===== src/rtl/pe_relay_fifo.sv =====
// pe_relay_fifo: four independent per-direction FIFOs with shared drain enable and idle flag.
module pe_relay_fifo_ch #(
  parameter int W = 8,
  parameter int DEPTH_LOG2 = 2
) (
  input  logic         clk,
  input  logic         reset,
  input  logic         ap_start,
  input  logic [W-1:0] in_data,
  input  logic         in_valid,
  output logic         in_ready,
  output logic [W-1:0] out_data,
  output logic         out_valid,
  input  logic         out_ready,
  output logic         empty
);
  localparam logic [DEPTH_LOG2:0] DEPTH = (DEPTH_LOG2+1)'(1 << DEPTH_LOG2);
  logic [W-1:0] mem [DEPTH];
  logic [DEPTH_LOG2-1:0] wp, rp;
  logic [DEPTH_LOG2:0] cnt;
  logic push, pop;
  // ready also gates on reset so nothing is accepted while the block is held in reset
  assign in_ready = reset && (cnt < DEPTH);
  assign empty = cnt == '0;
  assign out_valid = ap_start && !empty;
  assign out_data = out_valid ? mem[rp] : '0;
  assign push = in_valid && in_ready;
  assign pop = out_valid && out_ready;
  always_ff @(posedge clk)
    if (push) mem[wp] <= in_data;
  always_ff @(posedge clk) begin
    if (!reset) begin
      wp <= '0;
      rp <= '0;
      cnt <= '0;
    end else begin
      if (push) wp <= wp + 1'b1;
      if (pop) rp <= rp + 1'b1;
      cnt <= push && !pop ? cnt + 1'b1 : pop && !push ? cnt - 1'b1 : cnt;
    end
  end
endmodule

module pe_relay_fifo #(
  parameter int EAST_WIDTH = 130,
  parameter int WEST_WIDTH = 130,
  parameter int NORTH_WIDTH = 200,
  parameter int SOUTH_WIDTH = 167,
  parameter int DEPTH_LOG2 = 2
) (
  input  logic                   clk,
  input  logic                   reset,
  input  logic                   ap_start,
  output logic                   ap_idle,
  input  logic [EAST_WIDTH-1:0]  in_from_east,
  input  logic                   in_from_east_valid,
  output logic                   in_from_east_ready,
  output logic [EAST_WIDTH-1:0]  out_to_east,
  output logic                   out_to_east_valid,
  input  logic                   out_to_east_ready,
  input  logic [WEST_WIDTH-1:0]  in_from_west,
  input  logic                   in_from_west_valid,
  output logic                   in_from_west_ready,
  output logic [WEST_WIDTH-1:0]  out_to_west,
  output logic                   out_to_west_valid,
  input  logic                   out_to_west_ready,
  input  logic [NORTH_WIDTH-1:0] in_from_north,
  input  logic                   in_from_north_valid,
  output logic                   in_from_north_ready,
  output logic [NORTH_WIDTH-1:0] out_to_north,
  output logic                   out_to_north_valid,
  input  logic                   out_to_north_ready,
  input  logic [SOUTH_WIDTH-1:0] in_from_south,
  input  logic                   in_from_south_valid,
  output logic                   in_from_south_ready,
  output logic [SOUTH_WIDTH-1:0] out_to_south,
  output logic                   out_to_south_valid,
  input  logic                   out_to_south_ready
);
  logic [3:0] empty;
  assign ap_idle = &empty;
  pe_relay_fifo_ch #(.W(EAST_WIDTH), .DEPTH_LOG2(DEPTH_LOG2)) u_east (
    .clk(clk), .reset(reset), .ap_start(ap_start),
    .in_data(in_from_east), .in_valid(in_from_east_valid), .in_ready(in_from_east_ready),
    .out_data(out_to_east), .out_valid(out_to_east_valid), .out_ready(out_to_east_ready),
    .empty(empty[0]));
  pe_relay_fifo_ch #(.W(WEST_WIDTH), .DEPTH_LOG2(DEPTH_LOG2)) u_west (
    .clk(clk), .reset(reset), .ap_start(ap_start),
    .in_data(in_from_west), .in_valid(in_from_west_valid), .in_ready(in_from_west_ready),
    .out_data(out_to_west), .out_valid(out_to_west_valid), .out_ready(out_to_west_ready),
    .empty(empty[1]));
  pe_relay_fifo_ch #(.W(NORTH_WIDTH), .DEPTH_LOG2(DEPTH_LOG2)) u_north (
    .clk(clk), .reset(reset), .ap_start(ap_start),
    .in_data(in_from_north), .in_valid(in_from_north_valid), .in_ready(in_from_north_ready),
    .out_data(out_to_north), .out_valid(out_to_north_valid), .out_ready(out_to_north_ready),
    .empty(empty[2]));
  pe_relay_fifo_ch #(.W(SOUTH_WIDTH), .DEPTH_LOG2(DEPTH_LOG2)) u_south (
    .clk(clk), .reset(reset), .ap_start(ap_start),
    .in_data(in_from_south), .in_valid(in_from_south_valid), .in_ready(in_from_south_ready),
    .out_data(out_to_south), .out_valid(out_to_south_valid), .out_ready(out_to_south_ready),
    .empty(empty[3]));
endmodule


===== config.mk =====
export PLATFORM = sky130hd
export DESIGN_NAME = pe_relay_fifo
export DESIGN_NICKNAME = d
export VERILOG_FILES = /design/src/rtl/pe_relay_fifo.sv
export SDC_FILE = /design/constraint.sdc
export NUM_CORES = 2
export LEC_CHECK = 0
export CAP_MARGIN = 20
export CORE_AREA = 2 2 498 500
export DETAILED_ROUTE_END_ITERATION = 16
export DIE_AREA = 0 0 500 502
export PLACE_DENSITY_LB_ADDON = 0.2
export SETUP_SLACK_MARGIN = 0.02
export SLEW_MARGIN = 0
export SYNTH_ARGS = -nofsm -noshare
export SYNTH_HDL_FRONTEND = slang
export SYNTH_HIERARCHICAL = 1
export SYNTH_SLANG_ARGS = --single-unit

===== constraint.sdc =====
create_clock -name clk -period 7.95 [get_ports clk]
set_input_delay 2.385 -clock clk [delete_from_list [all_inputs] [get_ports clk]]
set_output_delay 2.385 -clock clk [all_outputs]
set_load 0.01 [all_outputs]

==> summary.md <==
| Metric | Value |
|---|---|
| Post-CTS Setup Bufs | 0 |
| Vias | 46600 |
| LEAKAGE | 37.9 nW |
| Min-Delay Path Depth | 2 |
| Hold Crit Start | u_south/rp[1] |
| Final hold violation count | 0 |
| Clock Latency Late Sink | 0.92 ns |
| Final setup fails | 0 |
| Top FF cell, synth | edfxtp_1 |
| Antenna violations before repair | 163 |
| Die W | 500 um |
| Cells after Synth | 4167 |
| Mapped Area | 96600 um2 |
| Worst-path cell with the longest stage delay | clkdlybuf4s50_1 |
| Post-synthesis simple-gate area fraction | 0.0450 |
| Hold Path Class | reg -> reg |
| Met1 WL | 92.7 mm |
| Req. time, crit path | 5.57 ns |
| Ys Warns | 6 |
| FMAX | 139 MHz |
| Post-Synth XOR/XNOR Area | 0.00145 |
| CTS tree | built |
| CP max FO | 86 |
| Final Wtd Congestion | 0.806 |
| Worst path cell trace | clkdlybuf4s50_1 > o31a_2 > buf_12 > buf_12 > and2_1 > clkdlybuf4s50_1 |
| First-pass GRT wire length | 346 mm |
| DP HPWL | 162 mm |
| Total Wirelength | 248 mm |
| Layout cells sized above 1 | 0.188 |
| Worst slack, placed | 0.658 ns |
| Initial Util | 0.394 |
| Post-CTS sizing | 0 |
| Nets | 6244 |
| Skew final | 0.0794 ns |
| Hold_buf cts | 0 |
| Synth top area cells | edfxtp_1 78%, mux4_2 15%, and2_1 4.3% |
| Setup Total Neg Slack | 0 ns |
| R2r worst-path depth | 3 |
| DR iter-0 viols | 3358 |
| Area growth syn-to-layout | 25.9% |
| Mux contribution to synthesized area | 0.147 |
| CTS Buf Count | 287 |
| Crit Path Class | in -> out |
| Cell row count | 182 |
| Total gr overflow | 0 |
| WL met3 | 23.2 mm |
| Synth top area share | 0.780 |
| Period minus WS final | 7.19 ns |
| WP data arrival | 4.81 ns |
| Yosys reg bits | 2544 |
| Yosys top cell by area | edfxtp_1 |
| Rel. slew slack | 0.219 |
| DRT antenna net count | 0 |
| Top sig layer | met5 |
| Maximum Capacitance Violations | 0 |
| Met2 wire len | 124 mm |
| IO Port Bufs | 1273 |
| Largest net degree at the start of global routing | 133 |
| I/O pin cnt | 1274 |
| Post-layout util | 0.496 |
| Pwr dens | 285 nW/um2 |
| Multi-input gate area | 19200 um2 |
| Final setup margin | 0.760 ns |
| Dpl cells | 8513 |
| Synth async-reset ratio | 0 |
| Largest family of logic cells by synthesized area | multiplexers |
| Syn nets | 4829 |
| Die span in y | 502 um |
| Fraction of the cycle the final worst path needs | 0.904 |
| Netlist cell types | 27 |
| Clock-pin slew on the worst setup and hold paths | 0.05 ns |
| Layout fillers | 19900 |
| Post-synthesis adder-cell area fraction | 0.00342 |
| Core area | 245000 um2 |
| Worst Setup End Kind | output pin |
| Vias per inst | 5.15 |
| Status | complete, no violations |
| Routed len/inst | 27.4 um |
| Nature of the critical path startpoint | primary input |
| CP peak stage delay | 0.70 ns |
| Seq/Total Area, Yosys | 0.787 |
| Sequential cell area | 76100 um2 |
| Peak VDD IR | 0.000185 V |
| Origin of the worst setup path | ap_start |
| Dpl cell area | 113000 um2 |
| Drc violations | 0 |
| Clk buf depth | 4 |
| TritonCTS Sinks | 2544 |
| Total GRT Usage | 0.193 |
| DR pass1 iterations | 5 |
| EDFF count, synth | 2508 |
| Number of global-route vias before repair | 47700 |
| Tightest Pin Transition | 1.17 ns |
| Unrepaired setup endpoints after global routing | false |
| Root buffer cell | clkbuf_16 |
| Synth Area in Compound Gates | 0.00145 |
| Full die area | 251000 um2 |
| Avg Synthesized Cell Area | 23.2 um2 |
| Fin area | 122000 um2 |
| Non-filler cells, final | 9046 |
| Critical R2R Launch | u_north/cnt[2] |
| H-Tree Depth | 5 |
| Fin. max-slew vios | 0 |
[flip-flops by register name (all words and copies together), names as in the netlist, named ones only]
name         count
u_west/rp        2
u_north/cnt      3
u_north/rp       2
u_south/cnt      3
u_east/wp        2
u_west/cnt       3
u_south/rp       2
u_west/wp        2
u_north/wp       2
u_south/wp       2
u_north/mem    800
u_west/mem     520
u_east/cnt       3
u_south/mem    668
u_east/mem     520
u_east/rp        2
[power breakdown]
part / switching, mW / internal (mW)
Clock: 5.04 / 7.10
Sequential: 0.286 / 15.5
Combinational: 3.23 / 3.54
Total: 8.55 / 26.1
[layout by cell type, fill, tap and decap left out, drive strengths merged]
cell type | synthesis | final
bufinv | 0 | 14
inv | 12 | 18
clkinv | 0 | 102
or3 | 4 | 4
xnor2 | 12 | 12
xor2 | 4 | 4
clkdlybuf4s50 | 0 | 1272
clkinvlp | 0 | 4
nor2b | 8 | 8
and3b | 4 | 4
clkbuf | 79 | 350
nor3 | 4 | 4
fa | 4 | 4
o21ai | 8 | 8
edfxtp | 2508 | 2508
buf | 137 | 70
mux2i | 8 | 8
o311ai | 4 | 4
dfxtp | 36 | 36
ha | 20 | 20
a21boi | 4 | 4
o31a | 4 | 4
nand2 | 12 | 12
and2 | 659 | 659
mux4 | 627 | 627
diode | 0 | 57
nand3 | 4 | 4
nand2b | 4 | 4
and4 | 1 | 1
[synthesized netlist by cell type, drive strengths merged (8+ instances only)]
| cell type | n |
|---|---|
| xnor2 | 12 |
| ha | 20 |
| nor2b | 8 |
| clkbuf | 79 |
| nand2 | 12 |
| and2 | 659 |
| buf | 137 |
| mux4 | 627 |
| o21ai | 8 |
| inv | 12 |
| edfxtp | 2508 |
| dfxtp | 36 |
| mux2i | 8 |
[critical path: cells and delay by family]
family,cells,cell delay [ns]
buf+inv,4,1.76
compound gates,1,0.32
simple gates,1,0.19
[area by class of cell]
cell class                      count  area share
Antenna cell                       57     0.00117
Clock buffer                      350      0.0614
Clock inverter                    126     0.00835
Inverter                           12    0.000370
Multi-Input combinational cell   1395       0.158
Sequential cell                  2544       0.625
Tap cell                         3220      0.0331
Timing Repair Buffer             1342       0.112
[worst paths after layout]
path,endpoint,slack [ns]
hold reg to reg,register,0.46
setup reg to reg,u_north/mem[3][94],5.18
setup / recovery,out_to_north[11],0.76
hold / removal,register,0.46
[cell families (layout without fill, tap and decap cells)]
kind of cell	after synthesis	in the layout
other	0	57
adders and majority gates	24	24
buffers and inverters	228	1830
DFF	2544	2544
xor gates and xnor gates	16	16
and+or+nand+nor	700	700
AOI/OAI and AO/OA	20	20
muxes	635	635
[per-layer routing]
layer  up-vias  track usage
met5         -            0
met4       114       0.0696
met3       501       0.0723
met2      1671        0.318
met1     24300        0.231
li1      20000            -
[metrics by stage]
| stage | power [mW] | hold slack, ns |
|---|---|---|
| after global placement | 22.9 | 0.448 |
| after detailed placement | 23.0 | 0.462 |
| final | 34.7 | 0.465 |
| after CTS | 35.2 | 0.473 |
| after global routing | 36.0 | 0.505 |
| after floorplan | 19.6 | 0.449 |
(Power assumes the default switching activity.)
